$ cat config.mk
export PLATFORM = sky130hd
export DESIGN_NAME = regfile_mp
export DESIGN_NICKNAME = d
export VERILOG_FILES = /design/src/rtl/regfile_pkg.sv /design/src/rtl/regfile_scoreboard.sv /design/src/rtl/regfile_mp.sv
export SDC_FILE = /design/constraint.sdc
export NUM_CORES = 2
export LEC_CHECK = 0
export BUFFER_PORTS_ARGS = -buffer_cell sky130_fd_sc_hd__buf_4
export CAP_MARGIN = 5
export CELL_PAD_IN_SITES_DETAIL_PLACEMENT = 1
export CELL_PAD_IN_SITES_GLOBAL_PLACEMENT = 1
export CORE_AREA = 4 4 460 462
export CTS_CLUSTER_DIAMETER = 30
export DETAILED_ROUTE_END_ITERATION = 10
export DIE_AREA = 0 0 464 466
export GPL_TIMING_DRIVEN = 1
export PLACE_DENSITY_LB_ADDON = 0.1
export SETUP_SLACK_MARGIN = 0.3
export SKIP_CTS_REPAIR_TIMING = 1
export SLEW_MARGIN = 20
export SYNTH_ARGS = -nofsm -noshare
export SYNTH_HDL_FRONTEND = slang
export SYNTH_SLANG_ARGS = --single-unit
$ cat constraint.sdc
create_clock -name clk -period 53.5 [get_ports clk]
set_clock_uncertainty 0.1 [all_clocks]
set_input_delay 0 -clock clk [delete_from_list [all_inputs] [get_ports clk]]
set_output_delay 0 -clock clk [all_outputs]
set_load 0.03 [all_outputs]
$ cat src/rtl/regfile_pkg.sv
// Shared defaults and types for the multi-port register file and its busy scoreboard.
package regfile_pkg;
   localparam int DEF_DATA_WIDTH    = 32;
   localparam int DEF_ADDRESS_WIDTH = 5;
   localparam int DEF_NUM_REGS      = 32;
   localparam int ZERO_ADDR         = 0;

   typedef logic [DEF_DATA_WIDTH-1:0]    reg_data_t;
   typedef logic [DEF_ADDRESS_WIDTH-1:0] reg_addr_t;
endpackage

$ cat src/rtl/regfile_scoreboard.sv
// Per-register busy bits: set by decode reservations, cleared by writeback or a flush.
module regfile_scoreboard
   import regfile_pkg::*;
#(
   parameter int ADDRESS_WIDTH = DEF_ADDRESS_WIDTH,
   parameter int NUM_REGS      = DEF_NUM_REGS,
   parameter int NUM_RD        = 2,
   parameter int NUM_WR        = 2,
   parameter int ZERO_REG      = 1
)(
   input  logic                            clk,
   input  logic                            rst,
   input  logic                            flush,
   input  logic                            rsv_en,
   input  logic [ADDRESS_WIDTH-1:0]        rsv_addr,
   input  logic [NUM_WR-1:0]               wr_ok,
   input  logic [NUM_WR*ADDRESS_WIDTH-1:0] wr_addr,
   input  logic [NUM_RD*ADDRESS_WIDTH-1:0] rd_addr,
   input  logic [NUM_RD-1:0]               fwd,
   output logic [NUM_RD-1:0]               rd_busy
);
   localparam int AW = ADDRESS_WIDTH;

   logic [NUM_REGS-1:0] busy;
   logic [NUM_REGS-1:0] rsv_set;
   logic [NUM_REGS-1:0] wr_clr;

   function automatic logic addr_ok(input logic [AW-1:0] a);
      return ({1'b0, a} < (AW+1)'(NUM_REGS)) && !(ZERO_REG != 0 && a == AW'(ZERO_ADDR));
   endfunction

   always_comb begin
      rsv_set = '0;
      wr_clr  = '0;
      if (rsv_en && addr_ok(rsv_addr))
         rsv_set[rsv_addr] = 1'b1;
      // wr_ok is already range/zero qualified by the parent
      for (int p = 0; p < NUM_WR; p++)
         if (wr_ok[p])
            wr_clr[wr_addr[p*AW +: AW]] = 1'b1;
   end

   // A reservation beats a same-cycle write: the reserving instruction is the newer producer.
   always_ff @(posedge clk or posedge rst) begin
      if (rst)
         busy <= '0;
      else if (flush)
         busy <= '0;
      else
         busy <= rsv_set | (busy & ~wr_clr);
   end

   always_comb begin
      rd_busy = '0;
      for (int k = 0; k < NUM_RD; k++)
         if (addr_ok(rd_addr[k*AW +: AW]) && !fwd[k])
            rd_busy[k] = busy[rd_addr[k*AW +: AW]];
   end
endmodule

$ cat src/rtl/regfile_mp.sv
// Multi-port register file: prioritised writes, combinational reads with optional bypass.
module regfile_mp
   import regfile_pkg::*;
#(
   parameter int DATA_WIDTH    = DEF_DATA_WIDTH,
   parameter int ADDRESS_WIDTH = DEF_ADDRESS_WIDTH,
   parameter int NUM_REGS      = DEF_NUM_REGS,
   parameter int NUM_RD        = 2,
   parameter int NUM_WR        = 2,
   parameter int ZERO_REG      = 1,
   parameter int BYPASS        = 1
)(
   input  logic                            clk,
   input  logic                            rst,
   input  logic [NUM_WR-1:0]               wr_en,
   input  logic [NUM_WR*ADDRESS_WIDTH-1:0] wr_addr,
   input  logic [NUM_WR*DATA_WIDTH-1:0]    wr_data,
   input  logic [NUM_RD*ADDRESS_WIDTH-1:0] rd_addr,
   output logic [NUM_RD*DATA_WIDTH-1:0]    rd_data,
   output logic [NUM_RD-1:0]               rd_busy,
   input  logic                            rsv_en,
   input  logic [ADDRESS_WIDTH-1:0]        rsv_addr,
   input  logic                            flush,
   output logic [NUM_REGS*DATA_WIDTH-1:0]  register_file
);
   localparam int AW = ADDRESS_WIDTH;
   localparam int DW = DATA_WIDTH;

   logic [DW-1:0]     regs [NUM_REGS];
   logic [AW-1:0]     wa   [NUM_WR];
   logic [DW-1:0]     wd   [NUM_WR];
   logic [AW-1:0]     ra   [NUM_RD];
   logic [NUM_WR-1:0] wr_ok;
   logic [NUM_RD-1:0] fwd;

   function automatic logic addr_ok(input logic [AW-1:0] a);
      return ({1'b0, a} < (AW+1)'(NUM_REGS)) && !(ZERO_REG != 0 && a == AW'(ZERO_ADDR));
   endfunction

   for (genvar p = 0; p < NUM_WR; p++) begin : g_wr
      assign wa[p]    = wr_addr[p*AW +: AW];
      assign wd[p]    = wr_data[p*DW +: DW];
      assign wr_ok[p] = wr_en[p] && addr_ok(wa[p]);
   end

   for (genvar k = 0; k < NUM_RD; k++) begin : g_rd
      assign ra[k] = rd_addr[k*AW +: AW];
   end

   for (genvar r = 0; r < NUM_REGS; r++) begin : g_view
      assign register_file[r*DW +: DW] = regs[r];
   end

   // Ascending port order makes the highest-index port win on an address clash.
   always_ff @(posedge clk or posedge rst) begin
      if (rst) begin
         for (int r = 0; r < NUM_REGS; r++)
            regs[r] <= '0;
      end else begin
         for (int p = 0; p < NUM_WR; p++)
            if (wr_ok[p])
               regs[wa[p]] <= wd[p];
      end
   end

   always_comb begin
      rd_data = '0;
      fwd     = '0;
      for (int k = 0; k < NUM_RD; k++) begin
         if (addr_ok(ra[k]))
            rd_data[k*DW +: DW] = regs[ra[k]];
         if (BYPASS != 0) begin
            for (int p = 0; p < NUM_WR; p++) begin
               if (wr_ok[p] && wa[p] == ra[k]) begin
                  rd_data[k*DW +: DW] = wd[p];
                  fwd[k]              = 1'b1;
               end
            end
         end
      end
   end

   regfile_scoreboard #(
      .ADDRESS_WIDTH (ADDRESS_WIDTH),
      .NUM_REGS      (NUM_REGS),
      .NUM_RD        (NUM_RD),
      .NUM_WR        (NUM_WR),
      .ZERO_REG      (ZERO_REG)
   ) u_scoreboard (
      .clk      (clk),
      .rst      (rst),
      .flush    (flush),
      .rsv_en   (rsv_en),
      .rsv_addr (rsv_addr),
      .wr_ok    (wr_ok),
      .wr_addr  (wr_addr),
      .rd_addr  (rd_addr),
      .fwd      (fwd),
      .rd_busy  (rd_busy)
   );
endmodule

==> flow_summary_export.csv <==
group,metric,value,unit
run_status,status,"finished, violations left",
run_status,violations,"negative hold slack",
cells_and_area,multi_input_area,37400,um^2
global_routing,grt_max_degree,119,
synth,yosysTopAreaCell,"dfrtp_1",
pwr,pwr-share-comb,30.9,%
cells_and_area,area_growth_syn_to_layout,36.7,%
synth,async_flop_share,100,%
worst_setup_path,critical_path.startpoint_type,"input port",
place,io_buffers,1184,
global_routing,grt_antenna_before_repair,46,
clock_network,path_clk_slew,0.04,ns
floorplanning,io_pins,1185,
timing,setup_ws,48.51,ns
clock_network,clockBufferDepth,4,
synth,syn-cell-area,66700,um^2
worst_setup_path,cp_max_fo,66,
synth,ys.flop_type,"dfrtp_1",
routing,drt_iter0_markers,7645,
synth,synth.avg_cell_area,10.2,um^2
place,pre_cts_ws,48.58,ns
timing,slew_violations,0,
floorplanning,die_w,464,um
place,hpwl,299000,um
global_routing,grt_pass1_vias,67200,
cells_and_area,seq_area,26400,um^2
routing,via_count,67500,
place,place_congestion,0.890,
timing,fin_tns_setup,0,ns
cells_and_area,nFillCells,22500,
synth,synth_top_area_share,39.6,%
worst_setup_path,endpoint_kind,"output pin",
routing,detail-route-antenna-nets,0,
pwr,intPower,3.09,mW
clock_network,clkLatencyLatePin,0.95,ns
timing,worstMarginPinSlew,1.22,ns
synth,ys_top_cells_by_area,"dfrtp_1, mux2i_1, mux4_2",
worst_setup_path,worstRegToRegCells,3,
global_routing,grtUsageTotal,40.0,%
synth,synth_seq_cells,1056,
pwr,p_leak,41.5,nW
timing,rsz0062_at_grt,"false",
pwr,p_clk_share,41.8,%
flow_run,cap_violations,0,
worst_setup_path,arrival,4.89,ns
timing,timing.final.crit_share,9.33,%
timing,whs,-0.0228,ns
synth,synth_edf_count,0,
global_routing,grt_overflow,0,
clock_network,cts_root_buf,"clkbuf_16",
clock_network,cts.sinks,1056,
cells_and_area,drive_gt1_share,30.7,%
timing,max_clock_freq,200,MHz
synth,synth_cells,6574,
worst_setup_path,critical_path_class,"input port to output pin",
worst_setup_path,r2r-end,"register_file[977]",
hold_path,hold_path_end,"register_file[898]",
worst_setup_path,r2r_start,"register_file[977]",
clock_network,htree_num_levels,5,
pwr,powerDensity,55.2,nW/um^2
hold_path,worstHoldStart,"wr_data[34]",
routing,routed_wl,450000,um
floorplanning,die_h,466,um
hold_path,hold_depth,4,
worst_setup_path,crit_required,53.40,ns
hold_path,hp-class,"input port to register",
synth,yosysSeqAreaShare,39.6,%
synth,yosys_warnings,0,
timing,period_needed,4.99,ns
synth,synth_cell_type_count,60,
pwr,p_sw_share,38.6,%
floorplanning,initial_core_util,32.2,%
floorplanning,core_area,207000,um^2
floorplanning,die_area,216000,um^2
timing,finalSetupViolCount,0,
clock_network,cts_tree,"yes",
routing,drc,0,
timing,hold_viol_final,23,
pwr,peakVddDrop,0.0000363,V
clock_network,cts_made_buffers,362,
pwr,power_frac_seq,27.3,%
routing,viasPerCell,6.33,
routing,routedWlPerCell,42.2,um
floorplanning,row_count,167,
timing,relSlewSlack,18.8,%
routing,first_pass_iters,6,
worst_setup_path,worst-r2r-setup-slack,51.93,ns
global_routing,grt_pass1_wl,603000,um
synth,synth_fp_nets,6669,
cells_and_area,nNetsFinal,7683,
pwr,switchingPower,1.94,mW
==> worst max-delay path by stage <==
stage                           from                to  cells past startpoint
final                     rd_addr[6]       rd_data[45]                     10
after global routing      rd_addr[6]       rd_data[45]                     10
after CTS                 rd_addr[6]       rd_data[45]                     10
after detailed placement  rd_addr[6]       rd_data[45]                     10
after global placement    rd_addr[6]       rd_data[45]                     10
after floorplan                  rst  register_file[0]                      1
==> cells by family (layout without fill, tap and decap cells) <==
| family | after synthesis | after routing | synth area share (%) |
|---|---|---|---|
| compound gates | 1523 | 1523 | 13.1 |
| xor+xnor | 20 | 20 | 0.262 |
| buf+inv | 857 | 2139 | 5.38 |
| flops | 1056 | 1056 | 39.6 |
| mux | 1685 | 1685 | 32.4 |
| other cells | 0 | 30 | 0 |
| simple gates | 1433 | 1433 | 9.30 |
==> metrics by stage <==
stage	util (%)	area (um^2)	power (mW)	std cells
floorplan	-	66700	2.10	6574
global placement	37.4	77400	2.86	9853
detailed placement	37.4	77500	2.89	9856
CTS	43.2	89500	5.00	10500
global route	44.0	91200	5.17	10700
finish	44.0	91200	5.03	10700
==> per-layer routing <==
metal | vias up | part of all wire, % | track usage [%] | wire length (um)
li1 | 26300 | - | - | -
met1 | 35700 | 39 | 50.3 | 177000
met2 | 4352 | 44 | 60.2 | 198000
met3 | 1195 | 9.3 | 11.2 | 41900
met4 | 14 | 7.4 | 26.1 | 33300
met5 | - | 0.021 | 0 | 93
==> cells in the final DEF (no fill, tap or decap), types with 9 or more instances in the layout <==
cell and count:
a32oi_1 11, nand2_4 33, nor2_4 26, mux4_2 378, o21ai_0 385, bufinv_16 34
nand4_1 53, o221ai_1 20, buf_4 1336, nand3b_1 17, clkinvlp_4 14, and2_1 30
a21oi_1 721, a22oi_1 196, clkbuf_8 70, and3_1 30, xor2_1 11, xnor2_1 9
a211oi_1 31, or4_1 30, clkinv_2 71, nor2_1 611, mux2i_1 1305, o221ai_2 10
clkbuf_1 66, a22o_1 30, a31oi_1 32, dlygate4sd3_1 152, diode_2 30, nand2_1 455
nand3_1 78, clkbuf_16 367, dfrtp_1 1056, a311o_1 13, o22ai_1 62
==> power by group through the flow <==
stage | Combinational [mW] | Sequential (mW) | Clock (mW)
final | 1.56 | 1.37 | 2.10
after global routing | 1.62 | 1.38 | 2.16
after CTS | 1.53 | 1.36 | 2.11
after detailed placement | 1.53 | 1.36 | 0
after global placement | 1.50 | 1.36 | 0
after floorplan | 0.511 | 1.59 | 0
==> state kept, by name, indices dropped and copies added (netlist names) <==
| signal | count |
|---|---|
| u_scoreboard.busy | 32 |
| register_file | 1024 |
==> layout make-up <==
type,count,share of cell area (%)
Sequential cell,1056,29.0
Multi-Input combinational cell,4661,41.0
Inverter,5,0.0288
Timing Repair Buffer,1502,13.0
Clock inverter,129,1.75
Tap cell,2788,3.82
Clock buffer,503,11.4
Antenna cell,30,0.0823
==> synthesized netlist by cell type (5+ instances only) <==
master    instances
clkbuf_1        545
mux2i_1        1305
o22ai_1          62
buf_1           110
a31oi_1          32
or4_1            30
and2_0            6
buf_4            25
a21oi_1         722
buf_2           160
nor3b_1          10
xor2_1           11
o21ai_0         385
inv_1             5
xnor2_1           9
a211oi_1         32
and3b_1           7
o221ai_2         10
and3_1           30
nand4_1          53
a22o_1           30
buf_6             8
nor2_1          633
nand3_1          80
nor3_1            6
and2_1           32
nand3b_1         17
dfrtp_1        1056
mux4_2          378
nand2_1         489
a311o_1          13
a32oi_1          11
o221ai_1         20
nor2b_1          11
a22oi_1         196
==> worst max-delay path, cell delays in order <==
cell,delay (ns)
buf_8,0.53
buf_4,0.58
buf_4,0.74
buf_4,0.87
mux4_2,0.36
a22o_1,0.14
a211oi_1,0.06
or4_1,0.50
a31oi_1,0.65
buf_4,0.29
Note: power is estimated with default switching activity, not from simulation.
